### src/rtl/player_pkg.sv
// player_pkg: shared definitions for the player sequencing controller.
// Holds the life-cycle state encoding, the default frame/lives constants
// used as parameter defaults by player_ctrl, and a small sizing helper.
package player_pkg;

    // Player life-cycle states; dbg_state on the interface carries this type.
    typedef enum logic [2:0] {
        ALIVE = 3'd0,
        SHOOT = 3'd1,
        HIT   = 3'd2,
        INV   = 3'd3,
        DEAD  = 3'd4
    } player_state_e;

    localparam int DEF_INIT_LIVES   = 3;
    localparam int DEF_HIT_FRAMES   = 30;
    localparam int DEF_INV_FRAMES   = 60;
    localparam int DEF_SPEED_FRAMES = 150;
    localparam int DEF_SHOT_TIMEOUT = 90;
    localparam int DEF_BLINK_LOG2   = 2;

    // Largest of three frame limits; sizes the shared state timer.
    function automatic int max3(input int a, input int b, input int c);
        int m;
        m = (a > b) ? a : b;
        return (m > c) ? m : c;
    endfunction

endpackage

### src/rtl/player_ctrl_if.sv
// player_ctrl_if: bundles the keyboard/game-event inputs and the mover,
// rope, draw and game-FSM outputs of player_ctrl.
//   slave  : the controller (consumes inputs, drives outputs)
//   master : the surrounding game logic / testbench
// Pulse protocol: startOfFrame, speedPickup, ropeDone and shotReq are
// single-clk strobes sampled on the rising clock edge; every other signal is
// a level. There is no back-pressure: a strobe is consumed in the clk it is
// high, or ignored if the current state does not accept it.
interface player_ctrl_if;
    import player_pkg::*;

    logic          startOfFrame;
    logic          rightKey;
    logic          leftKey;
    logic          shootKey;
    logic          ballHit;
    logic          speedPickup;
    logic          ropeDone;

    logic          rightArrow;
    logic          leftArrow;
    logic          superSpeed;
    logic          shotReq;
    logic          playerVisible;
    logic [2:0]    lives;
    logic          gameOver;
    player_state_e dbg_state;

    modport slave (
        input  startOfFrame, rightKey, leftKey, shootKey, ballHit,
               speedPickup, ropeDone,
        output rightArrow, leftArrow, superSpeed, shotReq, playerVisible,
               lives, gameOver, dbg_state
    );

    modport master (
        output startOfFrame, rightKey, leftKey, shootKey, ballHit,
               speedPickup, ropeDone,
        input  rightArrow, leftArrow, superSpeed, shotReq, playerVisible,
               lives, gameOver, dbg_state
    );

endinterface

### src/rtl/player_ctrl_frame_timer.sv
// frame_timer: loadable down-counter stepped by the start-of-frame strobe.
//   load / load_val : reload the count (wins over a same-clk frame step)
//   start_of_frame  : decrement, saturating at zero
//   cnt_nxt         : the value the counter takes at this clock edge
//   done            : this frame strobe is the last one of the loaded span
//                     (count is 1 and a frame step arrives)
module frame_timer #(
    parameter int W = 8
) (
    input  logic         clk,
    input  logic         resetN,
    input  logic         load,
    input  logic [W-1:0] load_val,
    input  logic         start_of_frame,
    output logic [W-1:0] cnt_nxt,
    output logic         done
);

    logic [W-1:0] cnt_q;
    logic [W-1:0] cnt_d;

    always_comb begin
        cnt_d = cnt_q;
        if (load) begin
            cnt_d = load_val;
        end else if (start_of_frame && (cnt_q != '0)) begin
            cnt_d = cnt_q - W'(1);
        end
    end

    // Depends only on the flop and the strobe, never on load, so the owner
    // can use it to pick the next state without forming a loop.
    assign done    = start_of_frame && (cnt_q == W'(1));
    assign cnt_nxt = cnt_d;

    always_ff @(posedge clk or negedge resetN) begin
        if (!resetN) begin
            cnt_q <= '0;
        end else begin
            cnt_q <= cnt_d;
        end
    end

endmodule

### src/rtl/player_ctrl.sv
// player_ctrl: player sprite sequencing controller.
// Gates arrow keys into the mover, issues rope shot requests, runs the
// ALIVE/SHOOT/HIT/INV/DEAD life cycle, owns lives, game-over and the
// super-speed timer. All outputs are flops (one clk after the inputs).
//   clk, resetN : clock, asynchronous active-low reset
//   bus         : player_ctrl_if.slave (inputs, outputs, dbg_state)
module player_ctrl
    import player_pkg::*;
#(
    parameter int INIT_LIVES   = DEF_INIT_LIVES,
    parameter int HIT_FRAMES   = DEF_HIT_FRAMES,
    parameter int INV_FRAMES   = DEF_INV_FRAMES,
    parameter int SPEED_FRAMES = DEF_SPEED_FRAMES,
    parameter int SHOT_TIMEOUT = DEF_SHOT_TIMEOUT,
    parameter int BLINK_LOG2   = DEF_BLINK_LOG2
) (
    input logic           clk,
    input logic           resetN,
    player_ctrl_if.slave  bus
);

    localparam int ST_W  = $clog2(max3(HIT_FRAMES, INV_FRAMES, SHOT_TIMEOUT) + 1);
    localparam int SPD_W = $clog2(SPEED_FRAMES + 1);

    localparam logic [ST_W-1:0]  HIT_L     = ST_W'(HIT_FRAMES);
    localparam logic [ST_W-1:0]  INV_L     = ST_W'(INV_FRAMES);
    localparam logic [ST_W-1:0]  SHOT_L    = ST_W'(SHOT_TIMEOUT);
    localparam logic [SPD_W-1:0] SPD_L     = SPD_W'(SPEED_FRAMES);
    localparam logic [2:0]       LIVES_RST = 3'(INIT_LIVES);

    // Frame span of each timed state; the timer is reloaded with this on
    // entry, which doubles as "clear the state frame counter".
    function automatic logic [ST_W-1:0] state_limit(input player_state_e s);
        case (s)
            SHOOT:   return SHOT_L;
            HIT:     return HIT_L;
            INV:     return INV_L;
            default: return '0;
        endcase
    endfunction

    player_state_e state_q, state_d;
    logic [2:0]    lives_q, lives_d;
    logic          game_over_q, game_over_d;
    logic          shoot_prev_q;
    logic          right_arrow_q, right_arrow_d;
    logic          left_arrow_q, left_arrow_d;
    logic          super_speed_q, super_speed_d;
    logic          shot_req_q, shot_req_d;
    logic          visible_q, visible_d;

    logic             hit_take;
    logic             shoot_edge;
    logic             move_en;
    logic             st_load;
    logic [ST_W-1:0]  st_load_val;
    logic [ST_W-1:0]  st_nxt;
    logic             st_done;
    logic [ST_W-1:0]  st_elapsed;
    logic             spd_load;
    logic [SPD_W-1:0] spd_load_val;
    logic [SPD_W-1:0] spd_nxt;
    logic             spd_done;

    frame_timer #(.W(ST_W)) u_state_timer (
        .clk            (clk),
        .resetN         (resetN),
        .load           (st_load),
        .load_val       (st_load_val),
        .start_of_frame (bus.startOfFrame),
        .cnt_nxt        (st_nxt),
        .done           (st_done)
    );

    frame_timer #(.W(SPD_W)) u_speed_timer (
        .clk            (clk),
        .resetN         (resetN),
        .load           (spd_load),
        .load_val       (spd_load_val),
        .start_of_frame (bus.startOfFrame),
        .cnt_nxt        (spd_nxt),
        .done           (spd_done)
    );

    // Next state, lives, game-over and timer reloads.
    always_comb begin
        state_d      = state_q;
        lives_d      = lives_q;
        game_over_d  = game_over_q;
        shot_req_d   = 1'b0;
        spd_load     = 1'b0;
        spd_load_val = '0;
        hit_take     = bus.ballHit && ((state_q == ALIVE) || (state_q == SHOOT));
        shoot_edge   = bus.shootKey && !shoot_prev_q;

        case (state_q)
            ALIVE: begin
                if (!hit_take && shoot_edge) begin
                    state_d    = SHOOT;
                    shot_req_d = 1'b1;
                end
            end
            SHOOT: begin
                if (!hit_take && (bus.ropeDone || st_done)) begin
                    state_d = ALIVE;
                end
            end
            HIT: begin
                if (st_done) begin
                    state_d = INV;
                end
            end
            INV: begin
                if (st_done) begin
                    state_d = ALIVE;
                end
            end
            DEAD:    state_d = DEAD;
            default: state_d = ALIVE;
        endcase

        // A hit overrides whatever the case above chose this clk.
        if (hit_take) begin
            spd_load     = 1'b1;
            spd_load_val = '0;
            if (lives_q > 3'd1) begin
                lives_d = lives_q - 3'd1;
                state_d = HIT;
            end else begin
                lives_d     = '0;
                game_over_d = 1'b1;
                state_d     = DEAD;
            end
        end else if (bus.speedPickup &&
                     ((state_q == ALIVE) || (state_q == SHOOT) || (state_q == INV))) begin
            spd_load     = 1'b1;
            spd_load_val = SPD_L;
        end

        st_load     = (state_d != state_q);
        st_load_val = state_limit(state_d);
    end

    // Output terms, evaluated against the state and counts being registered
    // this edge so outputs always agree with dbg_state.
    always_comb begin
        move_en       = (state_d == ALIVE) || (state_d == INV);
        right_arrow_d = move_en && bus.rightKey && !bus.leftKey;
        left_arrow_d  = move_en && bus.leftKey && !bus.rightKey;
        super_speed_d = (spd_nxt != '0);
        st_elapsed    = state_limit(state_d) - st_nxt;
        if ((state_d == HIT) || (state_d == INV)) begin
            visible_d = !st_elapsed[BLINK_LOG2];
        end else begin
            visible_d = 1'b1;
        end
    end

    always_ff @(posedge clk or negedge resetN) begin
        if (!resetN) begin
            state_q       <= ALIVE;
            lives_q       <= LIVES_RST;
            game_over_q   <= 1'b0;
            shoot_prev_q  <= 1'b0;
            right_arrow_q <= 1'b0;
            left_arrow_q  <= 1'b0;
            super_speed_q <= 1'b0;
            shot_req_q    <= 1'b0;
            visible_q     <= 1'b1;
        end else begin
            state_q       <= state_d;
            lives_q       <= lives_d;
            game_over_q   <= game_over_d;
            shoot_prev_q  <= bus.shootKey;
            right_arrow_q <= right_arrow_d;
            left_arrow_q  <= left_arrow_d;
            super_speed_q <= super_speed_d;
            shot_req_q    <= shot_req_d;
            visible_q     <= visible_d;
        end
    end

    assign bus.rightArrow    = right_arrow_q;
    assign bus.leftArrow     = left_arrow_q;
    assign bus.superSpeed    = super_speed_q;
    assign bus.shotReq       = shot_req_q;
    assign bus.playerVisible = visible_q;
    assign bus.lives         = lives_q;
    assign bus.gameOver      = game_over_q;
    assign bus.dbg_state     = state_q;

    // Speed expiry is read from the count itself; only one elapsed bit
    // drives the blink.
    logic unused_ok;
    assign unused_ok = ^{1'b0, spd_done, st_elapsed};

endmodule

### src/flat_wrapper.sv
// flat-port wrapper written by rule: the top's interface ports become plain ports
module player_ctrl_flat import player_pkg::*;
#(
    parameter int INIT_LIVES   = DEF_INIT_LIVES,
    parameter int HIT_FRAMES   = DEF_HIT_FRAMES,
    parameter int INV_FRAMES   = DEF_INV_FRAMES,
    parameter int SPEED_FRAMES = DEF_SPEED_FRAMES,
    parameter int SHOT_TIMEOUT = DEF_SHOT_TIMEOUT,
    parameter int BLINK_LOG2   = DEF_BLINK_LOG2
)
  (clk, resetN, bus_startOfFrame, bus_rightKey, bus_leftKey, bus_shootKey, bus_ballHit, bus_speedPickup, bus_ropeDone, bus_rightArrow, bus_leftArrow, bus_superSpeed, bus_shotReq, bus_playerVisible, bus_lives, bus_gameOver, bus_dbg_state);
  player_ctrl_if bus_i ();
  input logic clk;
  input logic resetN;
  input wire logic [$bits(bus_i.startOfFrame)-1:0] bus_startOfFrame;
  input wire logic [$bits(bus_i.rightKey)-1:0] bus_rightKey;
  input wire logic [$bits(bus_i.leftKey)-1:0] bus_leftKey;
  input wire logic [$bits(bus_i.shootKey)-1:0] bus_shootKey;
  input wire logic [$bits(bus_i.ballHit)-1:0] bus_ballHit;
  input wire logic [$bits(bus_i.speedPickup)-1:0] bus_speedPickup;
  input wire logic [$bits(bus_i.ropeDone)-1:0] bus_ropeDone;
  output wire logic [$bits(bus_i.rightArrow)-1:0] bus_rightArrow;
  output wire logic [$bits(bus_i.leftArrow)-1:0] bus_leftArrow;
  output wire logic [$bits(bus_i.superSpeed)-1:0] bus_superSpeed;
  output wire logic [$bits(bus_i.shotReq)-1:0] bus_shotReq;
  output wire logic [$bits(bus_i.playerVisible)-1:0] bus_playerVisible;
  output wire logic [$bits(bus_i.lives)-1:0] bus_lives;
  output wire logic [$bits(bus_i.gameOver)-1:0] bus_gameOver;
  output wire logic [$bits(bus_i.dbg_state)-1:0] bus_dbg_state;
  assign bus_i.startOfFrame = bus_startOfFrame;
  assign bus_i.rightKey = bus_rightKey;
  assign bus_i.leftKey = bus_leftKey;
  assign bus_i.shootKey = bus_shootKey;
  assign bus_i.ballHit = bus_ballHit;
  assign bus_i.speedPickup = bus_speedPickup;
  assign bus_i.ropeDone = bus_ropeDone;
  assign bus_rightArrow = bus_i.rightArrow;
  assign bus_leftArrow = bus_i.leftArrow;
  assign bus_superSpeed = bus_i.superSpeed;
  assign bus_shotReq = bus_i.shotReq;
  assign bus_playerVisible = bus_i.playerVisible;
  assign bus_lives = bus_i.lives;
  assign bus_gameOver = bus_i.gameOver;
  assign bus_dbg_state = bus_i.dbg_state;
  player_ctrl #(.INIT_LIVES(INIT_LIVES), .HIT_FRAMES(HIT_FRAMES), .INV_FRAMES(INV_FRAMES), .SPEED_FRAMES(SPEED_FRAMES), .SHOT_TIMEOUT(SHOT_TIMEOUT), .BLINK_LOG2(BLINK_LOG2)) u_core (.clk(clk), .resetN(resetN), .bus(bus_i));
endmodule
### config.mk
export PLATFORM = sky130hd
export DESIGN_NAME = player_ctrl_flat
export DESIGN_NICKNAME = d
export VERILOG_FILES = /design/src/rtl/player_pkg.sv /design/src/rtl/player_ctrl_if.sv /design/src/rtl/player_ctrl_frame_timer.sv /design/src/rtl/player_ctrl.sv /design/src/flat_wrapper.sv
export SDC_FILE = /design/constraint.sdc
export NUM_CORES = 1
export LEC_CHECK = 0
export CAP_MARGIN = 20
export CORE_ASPECT_RATIO = 1.25
export CORE_UTILIZATION = 50
export CTS_BUF_LIST = sky130_fd_sc_hd__clkbuf_4 sky130_fd_sc_hd__clkbuf_8
export CTS_CLUSTER_SIZE = 30
export DETAILED_ROUTE_END_ITERATION = 7
export DONT_BUFFER_PORTS = 1
export SLEW_MARGIN = 15
export SYNTH_ARGS = -nofsm -noshare
export SYNTH_HDL_FRONTEND = slang
export SYNTH_SLANG_ARGS = --single-unit
export TNS_END_PERCENT = 10
### constraint.sdc
create_clock -name clk -period 5.18 [get_ports clk]
set_clock_uncertainty 0.1 [all_clocks]
set_input_delay 1.036 -clock clk [delete_from_list [all_inputs] [get_ports clk]]
set_output_delay 1.036 -clock clk [all_outputs]
set_load 0.02 [all_outputs]
==> flow_summary.yaml, run 1 <==
job:
  drv_cap: 0
global_routing:
  grt_use_total: 0.221
  grt_max_degree: 29
  grt_overflow_total: 0
  grt_pass1_vias: 1256
  antenna_found_initial: 0
  grt_pass1_wl_um: 5830
floorplan:
  die_area_sq_mm: 0.00370
  die_w_um: 54.6
  rows: 23
  pin_count: 21
  fp.coreArea_sq_mm: 0.00325
  die_y_um: 67.8
  initial_utilization: 0.532
placed_design:
  portBuffers: 0
  gp_congestion: 0.896
  dp_hpwl_um: 2730
route:
  drt-pass1-iter-count: 4
  drtIter0Drc: 24
  drc: 0
  via_count: 1362
  vias_per_cell: 6.31
  final_antenna_net_count: 0
  wirelength_um: 3620
  wl_per_cell_um: 16.8
setup_path:
  r2r-end: "u_core.bus.playerVisible"
  r2r_start: "u_core.u_state_timer.cnt_q[0]"
  path_buf_inv: 1
  max_stage_delay_ns: 0.51
  r2r_setup_slack_ns: 1.79
  arrival_ns: 3.48
  rr_worst_depth: 10
  worstPathMaxFanout: 5
  crit_chain: "inv_1 > ha_1 > or4b_1 > o31ai_1 > a211oi_1 > or3_1 > ha_1 > a41o_1 > and3_1 > o31ai_1"
  endpoint_kind: "register"
  cpMaxStageDelayCell: "or4b_1"
  worst_setup_path_startpoint: "u_core.u_state_timer.cnt_q[0]"
  startpoint_type: "register"
  critPathTopFamily: "compound AO/OA/AOI/OAI gates"
  crit_type: "reg2reg"
  cp.required_ns: 5.27
sta:
  tightestPinTransition_ns: 0.607
  setup_viol: 0
  rsz0062_at_grt: "false"
  drv_slew: 0
  hold_violations: 0
  min_period_over_period: 0.655
  period_minus_slack_ns: 3.39
  fin_setup_tns_ns: 0
  max_slew_margin: 0.592
  fmax_ghz: 0.295
  fin_hold_ws_ns: 0.342
finish:
  diodes: 0
  layout-drive-gt1-share: 0.0838
  layout.nets: 197
  synthToLayoutAreaGrowth_pct: 5.28
  final_common_cell: "dfrtp_1"
  layout_common_cells: "dfrtp_1, a21oi_1, inv_1, nor2_1, nand2_1"
  fin_util: 0.560
yosys:
  synth_nets: 198
  async_reset_ff_frac: 1.00
  ys_ff_latch: 28
  avgSynthCellArea_sq_um: 9.55
  syn_inst: 181
  synth_area_sq_mm: 0.00173
  synth_warnings: 0
  synth_edf_count: 0
  synth_seq_area_share: 0.407
  yosys_most_used_dff: "dfrtp_1"
  yosysUniqueCellTypes: 50
clocking:
  cts_tree: "built"
  clk_pin_slew_ns: 0.10
  worstSkewPairLatency_ns: 0.27
  cts_buffer_depth: 2
  cts-root-buf: "clkbuf_8"
  htreeDepth: 1
  numCtsBuffers: 3
  hold_buffers: 0
  cts_setup_buffers: 0
  numClockSinks: 28
  cts_resized: 0
status:
  outcome: "finished clean"
pwr:
  ir_drop_mv: 0.324
  p_leak_nw: 0.800
  power_density_mw_per_mm2: 655
worst_hold_path:
  hold_class: "in2async"
-- how the worst max path moves through the flow --
stage / to / slack (ns) / cells after the start
after floorplan: u_core.bus.playerVisible / 1.93 / 10
final: u_core.bus.playerVisible / 1.79 / 10
after global placement: u_core.bus.playerVisible / 1.85 / 9
after detailed placement: u_core.bus.playerVisible / 1.75 / 9
after global routing: u_core.bus.playerVisible / 1.59 / 10
after CTS: u_core.bus.playerVisible / 1.81 / 10
-- flip-flops by register name (all words and copies together) (netlist names) --
name	flops
u_core.bus.dbg_state	3
u_core.bus.gameOver	1
u_core.bus.leftArrow	1
u_core.bus.lives	3
u_core.bus.playerVisible	1
u_core.bus.rightArrow	1
u_core.bus.shotReq	1
u_core.bus.superSpeed	1
u_core.shoot_prev_q	1
u_core.u_speed_timer.cnt_q	8
u_core.u_state_timer.cnt_q	7
-- report_power, final --
group | switching (W) | internal, W
Sequential | 0.000155 | 0.000315
Clock | 0.0000686 | 0.000103
Combinational | 0.000309 | 0.000240
-- cells in the mapped netlist, drive strengths merged, types with 3 or more instances --
master,number,area share
buf,3,0.0087
or4b,3,0.017
xnor2,4,0.020
xor2,5,0.025
inv,11,0.024
clkbuf,3,0.0065
dfstp,3,0.046
a21o,6,0.026
o31ai,4,0.017
nor2,10,0.022
nand2b,4,0.014
nor2b,3,0.011
o21ai,8,0.023
and3,3,0.011
a211oi,4,0.017
ha,8,0.058
or3,6,0.022
nand2,9,0.020
a21oi,14,0.041
or2,3,0.011
nor3,3,0.0087
dfrtp,25,0.36
nor4,6,0.022
-- per-layer routing --
layer / up-vias / share of wire / track usage / wire length (um)
met5: - / 0 / 0 / 0
li1: 671 / - / - / -
met3: 8 / 0.023 / 0.0248 / 82
met1: 660 / 0.44 / 0.273 / 1590
met2: 23 / 0.52 / 0.381 / 1880
met4: 0 / 0.019 / 0.0865 / 70
-- through the flow --
stage,area (sq um),total power (W),setup WS (ns),cells
after global placement,1750,0.00101,1.85,212
after floorplan,1730,0.000894,1.93,181
after detailed placement,1750,0.00102,1.75,212
final,1820,0.00119,1.79,216
after global routing,1820,0.00129,1.59,216
after CTS,1820,0.00119,1.81,216
-- logic make-up (layout without fill, tap and decap cells) --
family	after synthesis	count (layout)	synth area share
compound gates	52	52	0.208
fa+ha+maj	8	8	0.0579
simple gates	66	66	0.236
buf+inv	17	15	0.0391
mux	1	1	0.00579
flops	28	28	0.407
xor+xnor	9	9	0.0456
-- area by class of cell --
type	instances	area, sq um
fillers	310	1430
clock inverters	1	30.0
inverters	11	41.3
flip-flops and latches	28	704
well taps	37	46.3
multi-input cells	136	957
clock buffers	3	41.3
Note: power is estimated with default switching activity, not from simulation.
==> run 2: changes to the inputs <==
Clock period 5.18 ns to 3.4 ns, I/O delays scaled along.
==> flow_summary.yaml, run 2 (same netlist as run 1, synthesis figures left out) <==
clocking:
  worstSkewPairLatency_ns: 0.28
  htreeDepth: 1
  cts_buffer_depth: 2
  cts_setup_buffers: 0
  cts_tree: "built"
  numCtsBuffers: 3
  clk_pin_slew_ns: 0.10
  cts-root-buf: "clkbuf_8"
  numClockSinks: 28
placed_design:
  dp_hpwl_um: 2990
  portBuffers: 0
  gp_congestion: 0.808
setup_path:
  cpMaxStageDelayCell: "or4b_1"
  crit_top_cell: "ha_1"
  endpoint_kind: "register"
  path_buf_inv: 1
  cp.required_ns: 3.49
  crit_chain: "inv_1 > ha_1 > or4b_1 > o31ai_2 > a211oi_1 > or3_1 > ha_1 > a41o_1 > and3_1 > o31ai_1"
  critPathTopFamily: "simple AND/OR/NAND/NOR gates"
  arrival_ns: 3.30
  startpoint_type: "register"
  worstPathMaxFanout: 5
  max_stage_delay_ns: 0.53
  crit_type: "reg2reg"
floorplan:
  pin_count: 21
  die_y_um: 67.8
  die_w_um: 54.6
  fp.coreArea_sq_mm: 0.00325
  rows: 23
  die_area_sq_mm: 0.00370
  initial_utilization: 0.532
sta:
  fmax_ghz: 0.311
  rsz0062_at_grt: "false"
  min_period_over_period: 0.945
  fin_setup_tns_ns: 0
  max_slew_margin: 0.642
  hold_violations: 0
  setup_viol: 0
  drv_slew: 0
  tightestPinTransition_ns: 0.530
  period_minus_slack_ns: 3.21
route:
  via_count: 1459
  drtIter0Drc: 20
  drt-pass1-iter-count: 4
  wl_per_cell_um: 17.9
  vias_per_cell: 6.54
  final_antenna_net_count: 0
  drc: 0
  wirelength_um: 4000
pwr:
  swShare: 0.446
  power_frac_seq: 0.375
  comb_power_share: 0.486
  p_leak_nw: 0.840
  power_density_mw_per_mm2: 1000
  power.internal_w: 0.00105
  finalPower_w: 0.00190
  ir_drop_mv: 0.617
  power.switching_w: 0.000845
  power_frac_clock: 0.139
global_routing:
  antenna_found_initial: 0
  grt_pass1_vias: 1427
  grt_use_total: 0.244
  grt_pass1_wl_um: 6420
  grt_max_degree: 26
  grt_overflow_total: 0
finish:
  layout_common_cells: "dfrtp_1, a21oi_1, inv_1, nor2_1, nand2_1"
  largest_reg_flops: 8
  final_common_cell: "dfrtp_1"
  layout.nets: 204
  n_fill_cell: 301
  layout-drive-gt1-share: 0.124
  synthToLayoutAreaGrowth_pct: 9.33
  top_regs: "u_core.u_speed_timer.cnt_q (8), u_core.u_state_timer.cnt_q (7)"
  diodes: 0
  regMostFlops: "u_core.u_speed_timer.cnt_q"
status:
  outcome: "finished clean"
worst_hold_path:
  hold_class: "in2async"
job:
  drv_cap: 0
## run 2: cell count changes in the layout (fill, tap and decap cells not counted)
cell     before  now
o31ai_2       0    1
o31ai_1       4    3
buf_4         0    6
buf_12        0    1
## run 2: what timing repair did
item | 4_1_cts | 5_1_grt
endpoints found under the setup margin | 0 | 1
hold endpoints to repair | 25 | 0
hold buffers | 1 | 0
resized for setup | 0 | 1
## run 2: worst paths after layout
| path | startpoint | endpoint | slack [ns] | cells after the start |
|---|---|---|---|---|
| min in group clk | bus_shootKey | u_core.shoot_prev_q | 0.32 | 0 |
| worst max-delay path | u_core.u_state_timer.cnt_q[0] | u_core.bus.playerVisible | 0.19 | 10 |
| max in group asynchronous | resetN | u_core.u_state_timer.cnt_q[0] | 2.95 | 1 |
| worst max register to register | u_core.u_state_timer.cnt_q[0] | u_core.bus.playerVisible | 0.19 | 10 |
| worst min-delay path | resetN | u_core.bus.lives[2] | 0.11 | 1 |
| worst min register to register | u_core.bus.gameOver | u_core.bus.gameOver | 0.51 | 1 |
## run 2: final cells by class
| type | instances | area, sq um | share of cell area |
|---|---|---|---|
| timing repair buffer | 7 | 65.1 | 0.0344 |
| tap | 37 | 46.3 | 0.0245 |
| clock buffer | 3 | 41.3 | 0.0218 |
| inverter | 11 | 41.3 | 0.0218 |
| sequential | 28 | 704 | 0.373 |
| clock inverter | 1 | 30.0 | 0.0159 |
| multi-input combinational | 136 | 962 | 0.509 |
## run 2: routing by layer
layer | vias to the layer above | track usage | part of all wire
li1 | 689 | - | -
met1 | 724 | 0.273 | 0.40
met2 | 39 | 0.450 | 0.55
met3 | 7 | 0.0338 | 0.038
met4 | 0 | 0.0833 | 0.018
met5 | - | 0 | 0
## run 2: through the flow
step | hold WS (ns) | cell area, sq um | utilization | setup WS [ns] | cells
after floorplan | 0.284 | 1730 | - | 0.327 | 181
after global placement | 0.285 | 1790 | 0.552 | 0.261 | 218
after detailed placement | 0.285 | 1790 | 0.552 | 0.109 | 218
after CTS | 0.104 | 1890 | 0.580 | 0.0837 | 223
after global routing | 0.0974 | 1890 | 0.581 | 0.0355 | 223
final | 0.106 | 1890 | 0.581 | 0.186 | 223
## run 2: power groups by stage
stage | Combinational, W | Sequential (W) | Clock (W)
final | 0.000921 | 0.000711 | 0.000264
after global routing | 0.00104 | 0.000733 | 0.000284
after CTS | 0.000917 | 0.000707 | 0.000271
after detailed placement | 0.000901 | 0.000713 | 0
after global placement | 0.000870 | 0.000706 | 0
after floorplan | 0.000709 | 0.000654 | 0
